<file path="src/rtl/t_state_sequencer.sv">
// t_state_sequencer
// One-hot T-state ring sequencer for the SAP-1 controller/sequencer.
// Generates T1..TN (MSB = T1) with a matching binary index, and supports
// variable-length instructions (early end after the fetch phase),
// single-stepping on the rising edge of step, HLT latching and a wrapping
// completed-instruction counter. All state updates on the falling edge of
// clk, so the bus registers that latch on the rising edge see stable
// control signals.
//
// Parameters:
//   NUM_STATES   T-states per full instruction cycle (>= 2)
//   FETCH_STATES leading T-states that form the fetch phase (1..NUM_STATES-1)
//   CNT_W        width of instr_cnt
//   IDX_W        derived, $clog2(NUM_STATES), width of t_idx
//
// Ports:
//   clk        in   system clock, state updates on negedge
//   res        in   synchronous active-high reset, sampled on negedge
//   run        in   1 = free-run, 0 = single-step mode
//   step       in   single-step request, rising edge gives one advance
//   hlt        in   HLT decoded, latches halted
//   early_end  in   current instruction ends after this T-state
//   t          out  one-hot T-state
//   t_idx      out  binary T-state index (0 = T1)
//   fetch      out  high while in the fetch phase
//   last       out  high when the next advance returns to T1
//   halted     out  high once HLT has been taken
//   instr_cnt  out  count of completed instructions, wraps
module t_state_sequencer #(
    parameter int NUM_STATES   = 6,
    parameter int FETCH_STATES = 3,
    parameter int CNT_W        = 8,
    localparam int IDX_W       = $clog2(NUM_STATES)
) (
    input  logic                  clk,
    input  logic                  res,
    input  logic                  run,
    input  logic                  step,
    input  logic                  hlt,
    input  logic                  early_end,
    output logic [NUM_STATES-1:0] t,
    output logic [IDX_W-1:0]      t_idx,
    output logic                  fetch,
    output logic                  last,
    output logic                  halted,
    output logic [CNT_W-1:0]      instr_cnt
);

    localparam logic [NUM_STATES-1:0] T1        = {1'b1, {(NUM_STATES-1){1'b0}}};
    localparam logic [IDX_W-1:0]      LAST_IDX  = IDX_W'(NUM_STATES - 1);
    localparam logic [IDX_W-1:0]      FETCH_IDX = IDX_W'(FETCH_STATES);

    // Operating mode is derived purely from run and the halted flop; it
    // exists to make the advance decision read like the controller's
    // mode diagram rather than a tangle of gates.
    typedef enum logic [1:0] {
        MODE_RUN,
        MODE_STEP,
        MODE_HALTED
    } mode_e;

    logic [NUM_STATES-1:0] t_q, t_d;
    logic [IDX_W-1:0]      t_idx_q, t_idx_d;
    logic                  halted_q, halted_d;
    logic [CNT_W-1:0]      instr_cnt_q, instr_cnt_d;
    logic                  step_q, step_d;

    mode_e mode;
    logic  step_rise;
    logic  adv;
    logic  in_fetch;
    logic  end_cond;
    logic  t_legal;

    // Pick the operating mode. Halted dominates; otherwise the run level
    // chooses between free-running and single-step.
    always_comb begin
        mode = MODE_STEP;
        if (halted_q) begin
            mode = MODE_HALTED;
        end else if (run) begin
            mode = MODE_RUN;
        end
    end

    // Advance qualification and end-of-instruction detection. early_end is
    // masked during the fetch phase so a fetch can never be truncated. The
    // t/t_idx consistency check lets a corrupted ring fall back to T1 on
    // the next advance instead of circulating a bad pattern.
    always_comb begin
        step_rise = step & ~step_q;
        adv       = ~hlt & ((mode == MODE_RUN) | ((mode == MODE_STEP) & step_rise));
        in_fetch  = (t_idx_q < FETCH_IDX);
        end_cond  = (t_idx_q == LAST_IDX) | (early_end & ~in_fetch);
        t_legal   = (t_idx_q <= LAST_IDX) && (t_q == (T1 >> t_idx_q));
    end

    // Next-state logic. A fresh hlt freezes the ring and the counter in
    // the same cycle it is taken, which is why it outranks an advance and
    // why a simultaneous early_end does not count the instruction.
    always_comb begin
        t_d         = t_q;
        t_idx_d     = t_idx_q;
        halted_d    = halted_q;
        instr_cnt_d = instr_cnt_q;
        step_d      = step;
        if (hlt && !halted_q) begin
            halted_d = 1'b1;
        end else if (adv) begin
            if (!t_legal) begin
                t_d     = T1;
                t_idx_d = '0;
            end else if (end_cond) begin
                t_d         = T1;
                t_idx_d     = '0;
                instr_cnt_d = instr_cnt_q + CNT_W'(1);
            end else begin
                t_d     = t_q >> 1;
                t_idx_d = t_idx_q + IDX_W'(1);
            end
        end
    end

    // State registers on the falling edge. Reset captures the current step
    // level so a step held across reset release does not fire an advance.
    always_ff @(negedge clk) begin
        if (res) begin
            t_q         <= T1;
            t_idx_q     <= '0;
            halted_q    <= 1'b0;
            instr_cnt_q <= '0;
            step_q      <= step;
        end else begin
            t_q         <= t_d;
            t_idx_q     <= t_idx_d;
            halted_q    <= halted_d;
            instr_cnt_q <= instr_cnt_d;
            step_q      <= step_d;
        end
    end

    // Outputs. fetch and last are combinational so control decode sees
    // early_end in the same T-state it is raised.
    always_comb begin
        t         = t_q;
        t_idx     = t_idx_q;
        halted    = halted_q;
        instr_cnt = instr_cnt_q;
        fetch     = in_fetch;
        last      = end_cond;
    end

endmodule
</file>
<file path="config.mk">
export PLATFORM = sky130hd
export DESIGN_NAME = t_state_sequencer
export DESIGN_NICKNAME = d
export VERILOG_FILES = /design/src/rtl/t_state_sequencer.sv
export SDC_FILE = /design/constraint.sdc
export NUM_CORES = 1
export LEC_CHECK = 0
export ABC_AREA = 1
export BUFFER_PORTS_ARGS = -buffer_cell sky130_fd_sc_hd__buf_4
export CAP_MARGIN = 25
export CORE_UTILIZATION = 57
export DETAILED_ROUTE_END_ITERATION = 10
export MAX_ROUTING_LAYER = met4
export PLACE_DENSITY_LB_ADDON = 0.2
export SETUP_SLACK_MARGIN = 0.2
export SLEW_MARGIN = 5
export SYNTH_ARGS = -nofsm -noshare
export SYNTH_HDL_FRONTEND = slang
export SYNTH_SLANG_ARGS = --single-unit
</file>
<file path="constraint.sdc">
create_clock -name clk -period 4.9 [get_ports clk]
set_input_delay 0.49 -clock clk [delete_from_list [all_inputs] [get_ports clk]]
set_output_delay 0.49 -clock clk [all_outputs]
set_load 0.02 [all_outputs]
</file>
Word level (Yosys, flattened, before mapping)

Index checks and enable logic that the tools add are counted.
W data, S select, Z words.

Flip-flop bits (word level): 19
Bits in latches: 0
RAM bits: 0
Bits in read-only memories: 0
Input port bits: 6
Output and inout bits: 20
Logic and storage cells: 35
Memories: 0

Add/sub/neg operators: 2
Multiply operators: 0
Div/mod/pow operators: 0
Order comparisons: 2
Equality and inequality tests: 3
Shift-type cells: 1
Muxes and demuxes: 6
Bitwise operators: 10
Reductions and logical operators: 6

Operators with widths:

| cell                  | number |
|---|---|
| $mux W6               | 2 |
| $add A8 B1 Y8 const B | 1 |
| $eq A6 B6 Y1          | 1 |
| $mux W3               | 2 |
| $shr A6 B3 Y6 const A | 1 |
| $and A1 B1 Y1         | 4 |
| $not A1 Y1            | 4 |
| $reduce_and A4 Y1     | 1 |
| $add A3 B1 Y3 const B | 1 |
| $eq A3 B3 Y1 const B  | 1 |
| $le A3 B3 Y1 const B  | 1 |
| $lt A3 B2 Y1 const B  | 1 |
| $eq A2 B1 Y1 const B  | 1 |
| $logic_and A1 B1 Y1   | 2 |
| $logic_not A2 Y1      | 1 |
| $mux W2               | 1 |
| $or A1 B1 Y1          | 2 |
| $reduce_and A2 Y1     | 1 |
| $logic_not A1 Y1      | 1 |
| $mux W1               | 1 |

Depth between registers and ports, before layout

Gate-level depths: netlist (run 1).

Word-level depth: 7
Depth in mapped cells: 14
Mapped depth without buffers: 13

==> impl_metrics.json, run 1 <==
{
  "synth_top_family_by_area": "simple AND/OR/NAND/NOR gates",
  "worstPathMaxFanout": 6,
  "h-tree-depth": 1,
  "fin_setup_tns_ns": 0,
  "synth_compound_area_share_pct": 7.302,
  "clk_pin_slew_ns": 0.04,
  "fillCellCount": 173,
  "dp_cells": 233,
  "die_w_um": 47.55,
  "dp_hpwl_mm": 1.977,
  "synth_area_leaders": "dfxtp_1, nand2_1, inv_1, nor2_1, ha_1",
  "diodes": 0,
  "fin_skew_ns": 0.01460,
  "power_switching_share_pct": 36.53,
  "ys_ff_latch": 19,
  "grt_pass1_wl_mm": 4.002,
  "synth-seq-area-share_pct": 32.17,
  "area_growth_pct": 27.94,
  "drt-pass1-iter-count": 4,
  "crit_path_start_kind": "register",
  "drt-total-wl_mm": 2.751,
  "synth_ff_type": "dfxtp_1",
  "seq_power_share_pct": 36.1,
  "synthMuxAreaShare_pct": 0,
  "vias": 1290,
  "utilization_pct": 77.10,
  "ys_top_cells_by_count": "nand2_1, inv_1, nor2_1",
  "dieArea_sq_um": 2261,
  "endpoint_kind": "output pin",
  "post_drt_wl_per_cell_um": 10.79,
  "comb_power_share_pct": 22.2,
  "grt_pass1_vias": 1064,
  "synthSimpleGateAreaFrac_pct": 42.33,
  "synth_fa_ha_area_share_pct": 6.349,
  "die_y_um": 47.55,
  "layout.nets": 241,
  "drt.antenna.violating_nets": 0,
  "port_buffers": 25,
  "initial_core_util_pct": 60.27,
  "grt_usage_pct": 26.26,
  "grt_max_degree": 17,
  "hold_viol": 0,
  "yosysMostFrequentCell": "nand2_1",
  "max_slew_margin_pct": 58.39,
  "worstHoldPathType": "reg2reg",
  "crit_required_ns": 4.41,
  "layout.cells.non_filler": 255,
  "clock-sinks": 19,
  "drt_iter0_markers": 44,
  "antenna_found_initial": 0,
  "drc": 0,
  "yosysWarnings": 0,
  "insertion_delay_ns": 0.39,
  "synthCells": 183,
  "worstPathArrival_ns": 4.13,
  "worst_pin_slew_ns": 0.6238,
  "row_count": 16,
  "ir_drop_uv": 237.9,
  "synth_cell_type_count": 21,
  "rsz0062_at_grt": "no",
  "avgViaCountPerCell": 5.059,
  "io_pins": 26,
  "grt-ovfl-total": 0,
  "synthesis.nets": 195,
  "power.leakage_nw": 0.8667,
  "setup_viol": 0,
  "synthArstFlopShare_pct": 0,
  "layout-drive-gt1-share_pct": 19.30,
  "slew_viol_final": 0,
  "cellPowerDensity_nw_per_um2": 314.4,
  "critical_path_class": "reg2out",
  "cts_tree": "done",
  "run_status": "finished, final reports clean",
  "synth_edf_count": 0,
  "maxCapViolations": 0,
  "p_clk_share_pct": 41.7,
  "p_switching_mw": 0.1737,
  "cts_root_buf": "clkbuf_4",
  "yosysTopAreaCell": "dfxtp_1",
  "core-area_sq_um": 1962,
  "clockBufferDepth": 2,
  "syn-cell-area_sq_um": 1182,
  "cts_made_buffers": 3,
  "syn_avg_cell_area_sq_um": 6.461,
  "p_int_mw": 0.3018,
  "gp_congestion": 0.9019,
  "synth_top_area_share_pct": 32.17,
  "synth_xor_area_share_pct": 0
}
worst max-delay path, stage by stage, from the launching register on:
cell and delay, ns:
dfxtp_2 0.37, inv_1 0.09, ha_2 0.20, nand2_1 0.11
inv_1 0.06, o21ai_2 0.21, inv_2 0.09, buf_4 0.16
worst paths after layout:
| path | from | end | slack (ns) | depth (start not counted) |
|---|---|---|---|---|
| max | t_idx[1] | last | 0.28 | 7 |
| min reg2reg | halted | halted | 0.47 | 2 |
| min | halted | halted | 0.47 | 2 |
| max reg2reg | t_idx[2] | instr_cnt[1] | 2.94 | 10 |
registers in the layout (all words and copies together), names as in the netlist:
signal and flops:
step_q 1, t 6, instr_cnt 8, t_idx 3, halted 1
layout make-up:
cell class | count | area (sq um) | area share, %
timing repair buffer | 25 | 187.7 | 12.41
inverter | 31 | 121.4 | 8.023
multi-input combinational | 130 | 664.4 | 43.92
clock buffer | 3 | 22.52 | 1.489
clock inverter | 20 | 101.3 | 6.700
sequential | 19 | 381.6 | 25.23
tap | 27 | 33.78 | 2.233
cells in the final DEF (no fill, tap or decap), types with 2 or more instances in the layout:
master,count
ha_1,5
nand2_2,2
nand4_1,7
inv_1,47
nand2_1,52
nor3_1,3
dfxtp_1,18
nor2_1,27
a21oi_1,2
nor2_4,3
nand3_1,14
nand2_4,2
clkbuf_4,3
buf_4,25
o21ai_0,8
cells by family after synthesis:
family / count (synthesis)
and+or+nand+nor: 111
DFF: 19
buffers and inverters: 34
AOI/OAI and AO/OA: 13
adders and majority gates: 6
through the flow:
stage / setup slack, ns / hold WS, ns / area, sq um / power (mW)
floorplan: 0.6315 / 0.5376 / 1182 / 0.2730
global placement: 0.6337 / 0.4555 / 1389 / 0.2991
global route: 0.2045 / 0.4981 / 1513 / 0.5069
finish: 0.2847 / 0.4721 / 1513 / 0.4756
detailed placement: 0.5667 / 0.4659 / 1389 / 0.3026
CTS: 0.2316 / 0.4742 / 1510 / 0.4834
layer usage:
| layer | vias up | global-route usage [%] | part of all wire [%] |
|---|---|---|---|
| met5 | - | - | 0 |
| met4 | 0 | 16.11 | 2.8 |
| met3 | 8 | 8.679 | 5.7 |
| met2 | 45 | 41.10 | 48 |
| met1 | 579 | 28.70 | 44 |
| li1 | 658 | - | - |
repair_timing:
item,in CTS,in global routing
setup buffers,0,0
pin swaps,0,1
gates resized for setup,1,2
cloned,0,0
hold buffers,0,0
setup endpoints to repair,1,1
power groups by stage:
stage	clock [mW]	sequential (mW)	combinational, mW
floorplan	0.0250	0.179	0.0693
CTS	0.207	0.171	0.105
detailed placement	0.0250	0.174	0.104
finish	0.198	0.172	0.106
global route	0.219	0.172	0.116
global placement	0.0250	0.174	0.101
(Power assumes the default switching activity.)
==> inputs of run 2 (changes only) <==
--- a/config.mk
+++ b/config.mk
@@ -12,6 +12,7 @@
 export DETAILED_ROUTE_END_ITERATION = 10
 export MAX_ROUTING_LAYER = met4
 export PLACE_DENSITY_LB_ADDON = 0.2
+export RECOVER_POWER = 50
 export SETUP_SLACK_MARGIN = 0.2
 export SLEW_MARGIN = 5
 export SYNTH_ARGS = -nofsm -noshare
==> run 2 against run 1 <==
  * Clock-buffer cell count is the same
  * Setup slack lost 0.016 ns
  * Design area shrank 4.1%
  * Hold slack lost 0.0029 ns
  * Sequential share of layout area grew 0.98 points
  * Combinational power shrank 4%
  * Via count shrank 0.23%
  * Final cell count is the same
  * Power shrank 0.93%
  * Core utilization shrank 3.1 points
  * Largest cell class unchanged
  * Largest power group unchanged
==> impl_metrics.json, run 2 (synthesis results as in run 1) <==
{
  "dieArea_sq_um": 2261,
  "area_growth_pct": 22.75,
  "grt_max_degree": 17,
  "worstPathArrival_ns": 4.14,
  "cellPowerDensity_nw_per_um2": 324.6,
  "cp-startpoint": "t_idx[1]",
  "seqCellArea_sq_um": 380.4,
  "initial_core_util_pct": 60.27,
  "cts_root_buf": "clkbuf_4",
  "clock-sinks": 19,
  "vias": 1287,
  "critical_path_class": "reg2out",
  "drc": 0,
  "fin_skew_ns": 0.01522,
  "fin_setup_tns_ns": 0,
  "endpoint_kind": "output pin",
  "largest_register_ffs": 8,
  "cts_tree": "done",
  "drt-pass1-iter-count": 4,
  "ff2ff_path_depth": 10,
  "antenna_found_initial": 0,
  "layout.nets": 241,
  "setup_viol": 0,
  "multi_input_area_sq_um": 653.1,
  "dp_hpwl_mm": 1.977,
  "die_y_um": 47.55,
  "clockBufferDepth": 2,
  "crit_required_ns": 4.41,
  "worstPathMaxFanout": 6,
  "post_drt_wl_per_cell_um": 10.76,
  "hold_buffers": 0,
  "maxCapViolations": 0,
  "insertion_delay_ns": 0.39,
  "diodes": 0,
  "h-tree-depth": 1,
  "worstHoldPathType": "reg2reg",
  "die_w_um": 47.55,
  "grt-ovfl-total": 0,
  "fillCellCount": 190,
  "min_to": "halted",
  "port_buffers": 25,
  "whs_path_depth": 2,
  "drt.antenna.violating_nets": 0,
  "layout_commonest_cell": "nand2_1",
  "ir_drop_uv": 231.3,
  "r2r-start": "t_idx[0]",
  "grt_usage_pct": 26.26,
  "utilization_pct": 73.98,
  "grt_pass1_vias": 1064,
  "gp_congestion": 0.9019,
  "run_status": "finished, final reports clean",
  "grt_pass1_wl_mm": 4.002,
  "layout-drive-gt1-share_pct": 12.28,
  "hold_viol": 0,
  "core-area_sq_um": 1962,
  "slew_viol_final": 0,
  "r2r_end": "instr_cnt[3]",
  "power.leakage_nw": 0.8123,
  "rsz0062_at_grt": "no",
  "drt-total-wl_mm": 2.744,
  "crit_path_start_kind": "register",
  "max_slew_margin_pct": 35.54,
  "cts_made_buffers": 3,
  "avgViaCountPerCell": 5.047,
  "hp-start": "halted",
  "io_pins": 26,
  "row_count": 16,
  "drt_iter0_markers": 38,
  "regToRegSetupSlack_ns": 2.78,
  "worst_pin_slew_ns": 0.9649,
  "mostFrequentLayoutCells": "nand2_1, inv_1, nor2_1",
  "clk_pin_slew_ns": 0.04
}
## run 2: worst max-delay path, stage by stage, from the launching register on
cell and delay [ns]:
dfxtp_1 0.42, inv_1 0.11, ha_2 0.21, nand2_1 0.11, inv_1 0.06, o21ai_2 0.16
inv_2 0.08, buf_4 0.16
## run 2: through the flow
stage | cell area [sq um] | cells | total power, mW | hold WS [ns] | worst slack (ns)
finish | 1451 | 255 | 0.4711 | 0.4692 | 0.2692
global route | 1451 | 255 | 0.5025 | 0.4974 | 0.1867
CTS | 1510 | 255 | 0.4834 | 0.4742 | 0.2316
detailed placement | 1389 | 233 | 0.3026 | 0.4659 | 0.5667
global placement | 1389 | 233 | 0.2991 | 0.4555 | 0.6337
floorplan | 1182 | 183 | 0.2730 | 0.5376 | 0.6315
## run 2: worst max path at each step
stage | depth (start not counted) | slack [ns] | to
floorplan | 6 | 0.63 | last
global placement | 7 | 0.63 | last
detailed placement | 7 | 0.57 | last
CTS | 7 | 0.23 | last
global route | 7 | 0.19 | last
finish | 7 | 0.27 | last
## run 2: final cells by class
cell class	instances	area share [%]
Clock buffer	3	1.552
Clock inverter	20	6.983
Inverter	31	8.362
Multi-Input combinational cell	130	45.00
Sequential cell	19	26.21
Tap cell	27	2.328
Timing Repair Buffer	25	9.569
## run 2: what timing repair did
action,in CTS,in global routing
setup buffers,0,0
gates resized for setup,1,2
setup endpoints to repair,1,1
cloned,0,0
pin swaps,0,1
## run 2: layer usage
| metal | GRT usage, % | wire length, um | vias to the layer above |
|---|---|---|---|
| li1 | - | - | 658 |
| met1 | 28.70 | 1185 | 569 |
| met4 | 16.11 | 88 | 0 |
| met5 | - | 0 | - |
| met2 | 41.10 | 1301 | 50 |
| met3 | 8.679 | 169 | 10 |
## run 2: report_power, final
| part | internal, mW | switching (mW) |
|---|---|---|
| clock | 0.103 | 0.0952 |
| combinational | 0.0333 | 0.0685 |
| sequential | 0.162 | 0.00915 |
| total | 0.298 | 0.173 |
